File: config.mk
export PLATFORM = sky130hd
export DESIGN_NAME = sbox_pow_seq_flat
export DESIGN_NICKNAME = d
export VERILOG_FILES = /design/src/rtl/sbox_pow_pkg.sv /design/src/rtl/sbox_pow_seq_if.sv /design/src/rtl/gf2n_sqmul.sv /design/src/rtl/sbox_pow_seq.sv /design/src/flat_wrapper.sv
export SDC_FILE = /design/constraint.sdc
export NUM_CORES = 1
export LEC_CHECK = 0
export CELL_PAD_IN_SITES_DETAIL_PLACEMENT = 0
export CELL_PAD_IN_SITES_GLOBAL_PLACEMENT = 2
export CORE_UTILIZATION = 33
export CTS_CLUSTER_SIZE = 16
export DETAILED_ROUTE_END_ITERATION = 7
export PLACE_DENSITY_LB_ADDON = 0.1
export SETUP_SLACK_MARGIN = 0.15
export SYNTH_ARGS = -nofsm -noshare
export SYNTH_HDL_FRONTEND = slang
export SYNTH_SLANG_ARGS = --single-unit
File: constraint.sdc
create_clock -name clk -period 3.3 [get_ports clk]
set_input_delay 0.495 -clock clk [delete_from_list [all_inputs] [get_ports clk]]
set_output_delay 0.495 -clock clk [all_outputs]
set_load 0.02 [all_outputs]
File: src/rtl/sbox_pow_pkg.sv
// Shared types and GF(2^n) helpers for the sequential power-map S-box.
// Defaults target GF(64) with x^6+x+1.
package sbox_pow_pkg;

  typedef enum logic [1:0] {
    ST_IDLE = 2'd0,
    ST_RUN  = 2'd1,
    ST_DONE = 2'd2
  } state_e;

  localparam int          DEF_N        = 6;
  localparam logic [6:0]  DEF_POLY     = 7'b1000011;
  localparam logic [5:0]  DEF_ADD_MASK = 6'b010100;

  // MSB-first shift-and-add multiply; operands must already be below 2^n,
  // so leading zero bits leave the partial product at zero.
  function automatic logic [15:0] gf_mul(input logic [15:0] a,
                                         input logic [15:0] b,
                                         input logic [16:0] poly,
                                         input logic [4:0]  n);
    logic [16:0] p;
    logic [15:0] b_sh;
    logic [16:0] top;
    p    = 17'd0;
    b_sh = b;
    top  = 17'd1 << n;
    for (int i = 0; i < 16; i++) begin
      p = p << 1;
      if ((p & top) != 17'd0) p = p ^ poly;
      else                    p = p;
      if (b_sh[15]) p = p ^ {1'b0, a};
      else          p = p;
      b_sh = b_sh << 1;
    end
    return p[15:0];
  endfunction

  function automatic logic parity16(input logic [15:0] v);
    return ^v;
  endfunction

endpackage

File: src/rtl/sbox_pow_seq_if.sv
// Input/output handshake bundle of the S-box; master drives requests,
// slave is the S-box itself.
interface sbox_pow_seq_if #(parameter int N = 6);
  logic         in_valid;
  logic         in_ready;
  logic [N-1:0] x_i;
  logic [N-1:0] exp_i;
  logic         out_valid;
  logic         out_ready;
  logic [N-1:0] y_o;
  logic         busy_o;

  modport master (
    output in_valid, x_i, exp_i, out_ready,
    input  in_ready, out_valid, y_o, busy_o
  );

  modport slave (
    input  in_valid, x_i, exp_i, out_ready,
    output in_ready, out_valid, y_o, busy_o
  );
endinterface

File: src/rtl/gf2n_sqmul.sv
// One square-and-multiply step: res = acc^2 * (sel ? base : 1) mod POLY.
// Purely combinational.
module gf2n_sqmul
  import sbox_pow_pkg::*;
#(
  parameter int         N    = 6,
  parameter logic [N:0] POLY = (N+1)'(DEF_POLY)
) (
  input  logic [N-1:0] acc_i,
  input  logic [N-1:0] base_i,
  input  logic         sel_i,
  output logic [N-1:0] res_o
);

  logic [15:0] sq_s;
  logic [15:0] op_s;
  logic [15:0] mul_s;

  always_comb begin
    sq_s = gf_mul(16'(acc_i), 16'(acc_i), 17'(POLY), 5'(N));
    if (sel_i) op_s = 16'(base_i);
    else       op_s = 16'd1;
    mul_s = gf_mul(sq_s, op_s, 17'(POLY), 5'(N));
    res_o = N'(mul_s);
  end

endmodule

File: src/rtl/sbox_pow_seq.sv
// Sequential power-map S-box y = x^e over GF(2^N), one exponent bit per cycle.
// Define SBOX_AFFINE_EN to XOR the parity of (x & ADD_MASK) into every output bit.
module sbox_pow_seq
  import sbox_pow_pkg::*;
#(
  parameter int           N        = 6,
  parameter logic [N:0]   POLY     = (N+1)'(DEF_POLY),
  parameter logic [N-1:0] ADD_MASK = N'(DEF_ADD_MASK)
) (
  input  logic          clk,
  input  logic          rst_n,
  sbox_pow_seq_if.slave bus
);

  localparam int CW = (N > 1) ? $clog2(N) : 1;

`ifdef SBOX_AFFINE_EN
  localparam logic AFFINE_ON = 1'b1;
`else
  localparam logic AFFINE_ON = 1'b0;
`endif

  state_e        state_q, state_d;
  logic [N-1:0]  acc_q, acc_d;
  logic [N-1:0]  base_q, base_d;
  logic [N-1:0]  exp_q, exp_d;
  logic [N-1:0]  y_q, y_d;
  logic [CW-1:0] cnt_q, cnt_d;
  logic [N-1:0]  sqmul_s;
  logic [N-1:0]  affine_s;
  logic          in_ready_s, out_valid_s, busy_s;

  // base_q doubles as the latched input used for the affine parity.
  assign affine_s = {N{AFFINE_ON & parity16(16'(base_q & ADD_MASK))}};

  gf2n_sqmul #(.N(N), .POLY(POLY)) u_sqmul (
    .acc_i  (acc_q),
    .base_i (base_q),
    .sel_i  (exp_q[cnt_q]),
    .res_o  (sqmul_s)
  );

  always_ff @(posedge clk) begin
    if (!rst_n) begin
      state_q <= ST_IDLE;
      acc_q   <= {{(N-1){1'b0}}, 1'b1};
      base_q  <= {N{1'b0}};
      exp_q   <= {N{1'b0}};
      y_q     <= {N{1'b0}};
      cnt_q   <= {CW{1'b0}};
    end else begin
      state_q <= state_d;
      acc_q   <= acc_d;
      base_q  <= base_d;
      exp_q   <= exp_d;
      y_q     <= y_d;
      cnt_q   <= cnt_d;
    end
  end

  always_comb begin
    state_d = state_q;
    acc_d   = acc_q;
    base_d  = base_q;
    exp_d   = exp_q;
    y_d     = y_q;
    cnt_d   = cnt_q;
    case (state_q)
      ST_IDLE: begin
        if (bus.in_valid) begin
          base_d  = bus.x_i;
          exp_d   = bus.exp_i;
          acc_d   = {{(N-1){1'b0}}, 1'b1};
          cnt_d   = CW'(N-1);
          state_d = ST_RUN;
        end else begin
          state_d = ST_IDLE;
        end
      end
      ST_RUN: begin
        acc_d = sqmul_s;
        // Result register loads on the last step so y_o is valid on DONE entry.
        if (cnt_q == {CW{1'b0}}) begin
          y_d     = sqmul_s ^ affine_s;
          state_d = ST_DONE;
        end else begin
          cnt_d   = cnt_q - CW'(1);
          state_d = ST_RUN;
        end
      end
      ST_DONE: begin
        if (bus.out_ready) state_d = ST_IDLE;
        else               state_d = ST_DONE;
      end
      default: state_d = ST_IDLE;
    endcase
  end

  always_comb begin
    in_ready_s  = 1'b0;
    out_valid_s = 1'b0;
    busy_s      = 1'b0;
    case (state_q)
      ST_IDLE: in_ready_s  = 1'b1;
      ST_RUN:  busy_s      = 1'b1;
      ST_DONE: begin
        out_valid_s = 1'b1;
        busy_s      = 1'b1;
      end
      default: in_ready_s = 1'b0;
    endcase
  end

  assign bus.in_ready  = in_ready_s;
  assign bus.out_valid = out_valid_s;
  assign bus.busy_o    = busy_s;
  assign bus.y_o       = y_q;

endmodule
File: src/flat_wrapper.sv
// flat-port wrapper written by rule: the top's interface ports become plain ports
module sbox_pow_seq_flat import sbox_pow_pkg::*;
#(
  parameter int           N        = 6,
  parameter logic [N:0]   POLY     = (N+1)'(DEF_POLY),
  parameter logic [N-1:0] ADD_MASK = N'(DEF_ADD_MASK)
)
  (clk, rst_n, bus_in_valid, bus_x_i, bus_exp_i, bus_out_ready, bus_in_ready, bus_out_valid, bus_y_o, bus_busy_o);
  sbox_pow_seq_if #(.N(N)) bus_i ();
  input  logic clk;
  input  logic rst_n;
  input wire logic [$bits(bus_i.in_valid)-1:0] bus_in_valid;
  input wire logic [$bits(bus_i.x_i)-1:0] bus_x_i;
  input wire logic [$bits(bus_i.exp_i)-1:0] bus_exp_i;
  input wire logic [$bits(bus_i.out_ready)-1:0] bus_out_ready;
  output wire logic [$bits(bus_i.in_ready)-1:0] bus_in_ready;
  output wire logic [$bits(bus_i.out_valid)-1:0] bus_out_valid;
  output wire logic [$bits(bus_i.y_o)-1:0] bus_y_o;
  output wire logic [$bits(bus_i.busy_o)-1:0] bus_busy_o;
  assign bus_i.in_valid = bus_in_valid;
  assign bus_i.x_i = bus_x_i;
  assign bus_i.exp_i = bus_exp_i;
  assign bus_i.out_ready = bus_out_ready;
  assign bus_in_ready = bus_i.in_ready;
  assign bus_out_valid = bus_i.out_valid;
  assign bus_y_o = bus_i.y_o;
  assign bus_busy_o = bus_i.busy_o;
  sbox_pow_seq #(.N(N), .POLY(POLY), .ADD_MASK(ADD_MASK)) u_core (.clk(clk), .rst_n(rst_n), .bus(bus_i));
endmodule
==> impl_results.html <==
<table>
<tr><th>Metric</th><th>Value</th></tr>
<tr><th colspan="2">Layout</th></tr>
<tr><td>Antenna cell count</td><td>0</td></tr>
<tr><td>Most frequent cells in the layout</td><td>sky130_fd_sc_hd__nand2_1, sky130_fd_sc_hd__a21oi_1, sky130_fd_sc_hd__dfxtp_1</td></tr>
<tr><td>Most common cell after layout, fill and taps aside</td><td>sky130_fd_sc_hd__nand2_1</td></tr>
<tr><td>Number of nets in the layout</td><td>345</td></tr>
<tr><td>Ratio of cells with drive above 1 in the final layout</td><td>6.81%</td></tr>
<tr><td>Signed area change from the synthesized netlist to the final layout</td><td>17.3%</td></tr>
<tr><td>Fill count</td><td>688</td></tr>
<tr><td>Total non-filler cell area in the finished layout</td><td>2660 um2</td></tr>
<tr><th colspan="2">Synthesis</th></tr>
<tr><td>Synthesized Nets</td><td>330</td></tr>
<tr><td>Count of state elements after synthesis</td><td>29</td></tr>
<tr><td>Count of cell types in the netlist</td><td>45</td></tr>
<tr><td>Summed instance area of the synthesized netlist</td><td>2270 um2</td></tr>
<tr><td>Number of flops mapped to enable cells by yosys</td><td>0</td></tr>
<tr><td>Register area share after synthesis</td><td>25.6%</td></tr>
<tr><td>Yosys warning count</td><td>0</td></tr>
<tr><td>Commonest register cell after synthesis</td><td>sky130_fd_sc_hd__dfxtp_1</td></tr>
<tr><td>Average instance area after synthesis</td><td>7.39 um2</td></tr>
<tr><td>Fraction of synthesis flops using an asynchronous set or reset pin</td><td>0%</td></tr>
<tr><td>Cell count after synthesis</td><td>307</td></tr>
<tr><th colspan="2">Worst setup path</th></tr>
<tr><td>Capture point of the worst path</td><td>u_core.bus.y_o[2]</td></tr>
<tr><td>Reg2reg start</td><td>u_core.acc_q[0]</td></tr>
<tr><td>Required @ worst endpoint</td><td>3.46 ns</td></tr>
<tr><td>Crit Path Class</td><td>flip-flop to flip-flop</td></tr>
<tr><td>FF-to-FF path depth</td><td>10</td></tr>
<tr><td>Setup crit start</td><td>u_core.acc_q[0]</td></tr>
<tr><td>WP buf/inv</td><td>1</td></tr>
<tr><td>Type of origin of the critical path</td><td>flip-flop</td></tr>
<tr><td>Register-to-register setup slack</td><td>0.45 ns</td></tr>
<tr><td>Reg2Reg Capture Point</td><td>u_core.bus.y_o[2]</td></tr>
<tr><td>Arr. time, crit path</td><td>3.01 ns</td></tr>
<tr><td>Cell seen most often among critical-path stages</td><td>sky130_fd_sc_hd__o21ai_0</td></tr>
<tr><td>Family of cells with the greatest summed delay on the critical path</td><td>compound AO/OA/AOI/OAI gates</td></tr>
<tr><td>Critical path's slowest cell</td><td>sky130_fd_sc_hd__xnor3_1</td></tr>
<tr><td>Crit path capture type</td><td>flip-flop</td></tr>
<tr><td>Maximum single-stage delay on the critical path</td><td>0.50 ns</td></tr>
<tr><td>Maximum fanout count along the critical path</td><td>11</td></tr>
<tr><td>Cell-by-cell listing of the critical path</td><td>inv_1 &gt; ha_1 &gt; a21boi_1 &gt; o21ai_0 &gt; xor2_1 &gt; xnor2_1 &gt; xnor3_1 &gt; a21o_1 &gt; a22oi_1 &gt; o21ai_0</td></tr>
<tr><td>Critical path depth in cells</td><td>10</td></tr>
<tr><th colspan="2">Clock network</th></tr>
<tr><td>Clock network latency to the later pin of the worst-skew pair</td><td>0.27 ns</td></tr>
<tr><td>TritonCTS buffer count</td><td>5</td></tr>
<tr><td>Longest Clk Path Bufs</td><td>2</td></tr>
<tr><td>Root Buffer</td><td>sky130_fd_sc_hd__clkbuf_8</td></tr>
<tr><td>Post-CTS setup buffer count</td><td>0</td></tr>
<tr><td># hold bufs at CTS</td><td>0</td></tr>
<tr><td>Clock tree from TritonCTS</td><td>built</td></tr>
<tr><td>Clock transition at the registers of the reported paths</td><td>0.07 ns</td></tr>
<tr><td>Clock Sink Count</td><td>29</td></tr>
<tr><td>CTS HTree Levels</td><td>2</td></tr>
<tr><td>Post-CTS resize count</td><td>0</td></tr>
<tr><th colspan="2">Timing</th></tr>
<tr><td>Number of hold-slack violations in the final timing report</td><td>0</td></tr>
<tr><td>Max-slew violation count</td><td>0</td></tr>
<tr><td>Final setup violating endpoints</td><td>0</td></tr>
<tr><td>Final critical-path required period</td><td>2.85 ns</td></tr>
<tr><td>Setup skew after layout</td><td>0.00316 ns</td></tr>
<tr><td>Setup repair after global routing missed its margin</td><td>no</td></tr>
<tr><td>Worst Hold Margin</td><td>0.453 ns</td></tr>
<tr><td>Worst-case setup margin in the final layout</td><td>0.448 ns</td></tr>
<tr><td>Tightest Pin Transition</td><td>0.550 ns</td></tr>
<tr><td>Share of the clock period used by the worst path</td><td>86.4%</td></tr>
<tr><td>F_max</td><td>0.351 GHz</td></tr>
<tr><td>Max-slew headroom at the worst pin</td><td>63.3%</td></tr>
<tr><td>Total negative slack</td><td>0 ns</td></tr>
<tr><th colspan="2">GRT</th></tr>
<tr><td>Vias in the first global route</td><td>2065</td></tr>
<tr><td>Total overflow reported by the global router</td><td>0</td></tr>
<tr><td>Pin count of the biggest net entering global routing</td><td>15</td></tr>
<tr><td>First-pass GRT wire length</td><td>10100 um</td></tr>
<tr><td>Antenna violations before repair</td><td>0</td></tr>
<tr><td>Total Routing Usage GR</td><td>17.6%</td></tr>
<tr><th colspan="2">Drt</th></tr>
<tr><td>Violation count after the first detailed-routing iteration</td><td>64</td></tr>
<tr><td>First-pass DRT Iterations</td><td>4</td></tr>
<tr><td>Total routed wirelength</td><td>5870 um</td></tr>
<tr><td>Routed WL per cell</td><td>14.7 um</td></tr>
<tr><td>Via total after detailed routing</td><td>2118</td></tr>
<tr><td>Number of vias per cell after detailed routing</td><td>5.30</td></tr>
<tr><td>Count of antenna-violating nets left after detailed routing</td><td>0</td></tr>
<tr><td>DRC</td><td>0</td></tr>
<tr><th colspan="2">Run status</th></tr>
<tr><td>Run status</td><td>complete, no violations</td></tr>
<tr><th colspan="2">Placement</th></tr>
<tr><td>Gpl congestion</td><td>0.778</td></tr>
<tr><td>Pre-CTS setup slack</td><td>0.365 ns</td></tr>
<tr><td>Half-perimeter wire length after detailed placement</td><td>4430 um</td></tr>
<tr><td>Buffers on Ports</td><td>24</td></tr>
<tr><td>Standard cell area after detailed placement</td><td>2560 um2</td></tr>
<tr><th colspan="2">Power and ir drop</th></tr>
<tr><td>Total chip power</td><td>0.000986 W</td></tr>
<tr><td>PD cells</td><td>371 nW/um2</td></tr>
<tr><td>Static leakage power</td><td>0.956 nW</td></tr>
<tr><td>Largest voltage drop on the vdd net</td><td>0.215 mV</td></tr>
<tr><th colspan="2">Floorplanning</th></tr>
<tr><td>CORE AREA</td><td>6490 um2</td></tr>
<tr><td>Horizontal die dimension</td><td>84.9 um</td></tr>
<tr><td>Total I/O pin count</td><td>25</td></tr>
<tr><td>Initial standard-cell utilization of the core</td><td>34.9%</td></tr>
<tr><td>Die area</td><td>7210 um2</td></tr>
<tr><td>Placement Rows</td><td>29</td></tr>
<tr><td>Vertical die dimension</td><td>84.9 um</td></tr>
<tr><th colspan="2">Min path</th></tr>
<tr><td>Worst hold-check path type</td><td>flip-flop to flip-flop</td></tr>
<tr><th colspan="2">Job</th></tr>
<tr><td>Number of violations of the max-capacitance limit</td><td>0</td></tr>
</table>
[metrics by stage]
step           std cells  utilization [%]
2_1_floorplan        307                -
3_3_place_gp         392             39.4
3_5_place_dp         392             39.4
4_1_cts              400             41.0
5_1_grt              400             41.0
6_report             400             41.0
[cell families after synthesis]
family | synth area share [%]
mux | 6.50
xor+xnor | 10.9
buf+inv | 5.51
fa+ha+maj | 3.86
flops | 25.6
compound gates | 24.0
simple gates | 23.6
[tightest hold or removal path, delay by kind of cell (launching register included)]
| family | cells | cell delay (ns) |
|---|---|---|
| and+or+nand+nor | 1 | 0.05 |
| AOI/OAI and AO/OA | 1 | 0.05 |
| DFF | 1 | 0.31 |
[layer usage]
| layer | wire [um] | GRT usage [%] | vias to the layer above | part of all wire, % |
|---|---|---|---|---|
| li1 | - | - | 1095 | - |
| met1 | 2920 | 22.4 | 988 | 50 |
| met2 | 2720 | 29.9 | 27 | 46 |
| met3 | 119 | 2.92 | 8 | 2.0 |
| met4 | 107 | 6.47 | 0 | 1.8 |
| met5 | 0 | 0 | - | 0 |
[area by class of cell]
class,instances,area (um2),share of cell area [%]
multi-input combinational,247,1560,58.8
clock inverter,1,5.00,0.188
clock buffer,7,96.3,3.62
sequential,29,581,21.8
inverter,9,33.8,1.27
timing repair buffer,30,285,10.7
tap,77,96.3,3.62
[power breakdown]
part	internal [W]	switching [W]	total [W]
registers	0.000376	0.0000398	0.000416
logic	0.000112	0.000133	0.000245
clock network	0.000188	0.000137	0.000325
total	0.000677	0.000310	0.000986
[state kept, by name, summed over array words and instances (netlist names)]
signal          cells
u_core.exp_q        6
u_core.state_q      2
u_core.acc_q        6
u_core.bus.y_o      6
u_core.cnt_q        3
u_core.base_q       6
[worst min-delay path by stage]
stage,end,cells after the start,from,slack [ns]
after floorplan,u_core.exp_q[4],2,u_core.exp_q[4],0.43
after global placement,u_core.exp_q[3],2,u_core.exp_q[3],0.44
after detailed placement,u_core.exp_q[3],2,u_core.exp_q[3],0.45
after CTS,u_core.exp_q[3],2,u_core.exp_q[3],0.46
after global routing,u_core.exp_q[2],2,u_core.exp_q[2],0.48
final,u_core.exp_q[3],2,u_core.exp_q[3],0.45
[Yosys cell counts (all sizes together), types with 3 or more instances]
library cell | instances | share of area (%)
a211o | 3 | 1.2
a21oi | 35 | 7.7
a22oi | 7 | 2.3
and3 | 4 | 1.1
buf | 9 | 1.9
clkbuf | 13 | 2.2
dfxtp | 29 | 26
ha | 7 | 3.9
inv | 9 | 1.5
mux2 | 4 | 2.0
mux2i | 8 | 3.5
nand2 | 53 | 8.8
nand2b | 17 | 4.7
nand3 | 10 | 2.2
nor2 | 12 | 2.0
nor2b | 7 | 1.9
o211ai | 3 | 0.99
o21ai | 25 | 5.5
o22ai | 3 | 0.83
xnor2 | 13 | 5.3
xor2 | 9 | 3.5
Power figures use the tool's default switching activity.
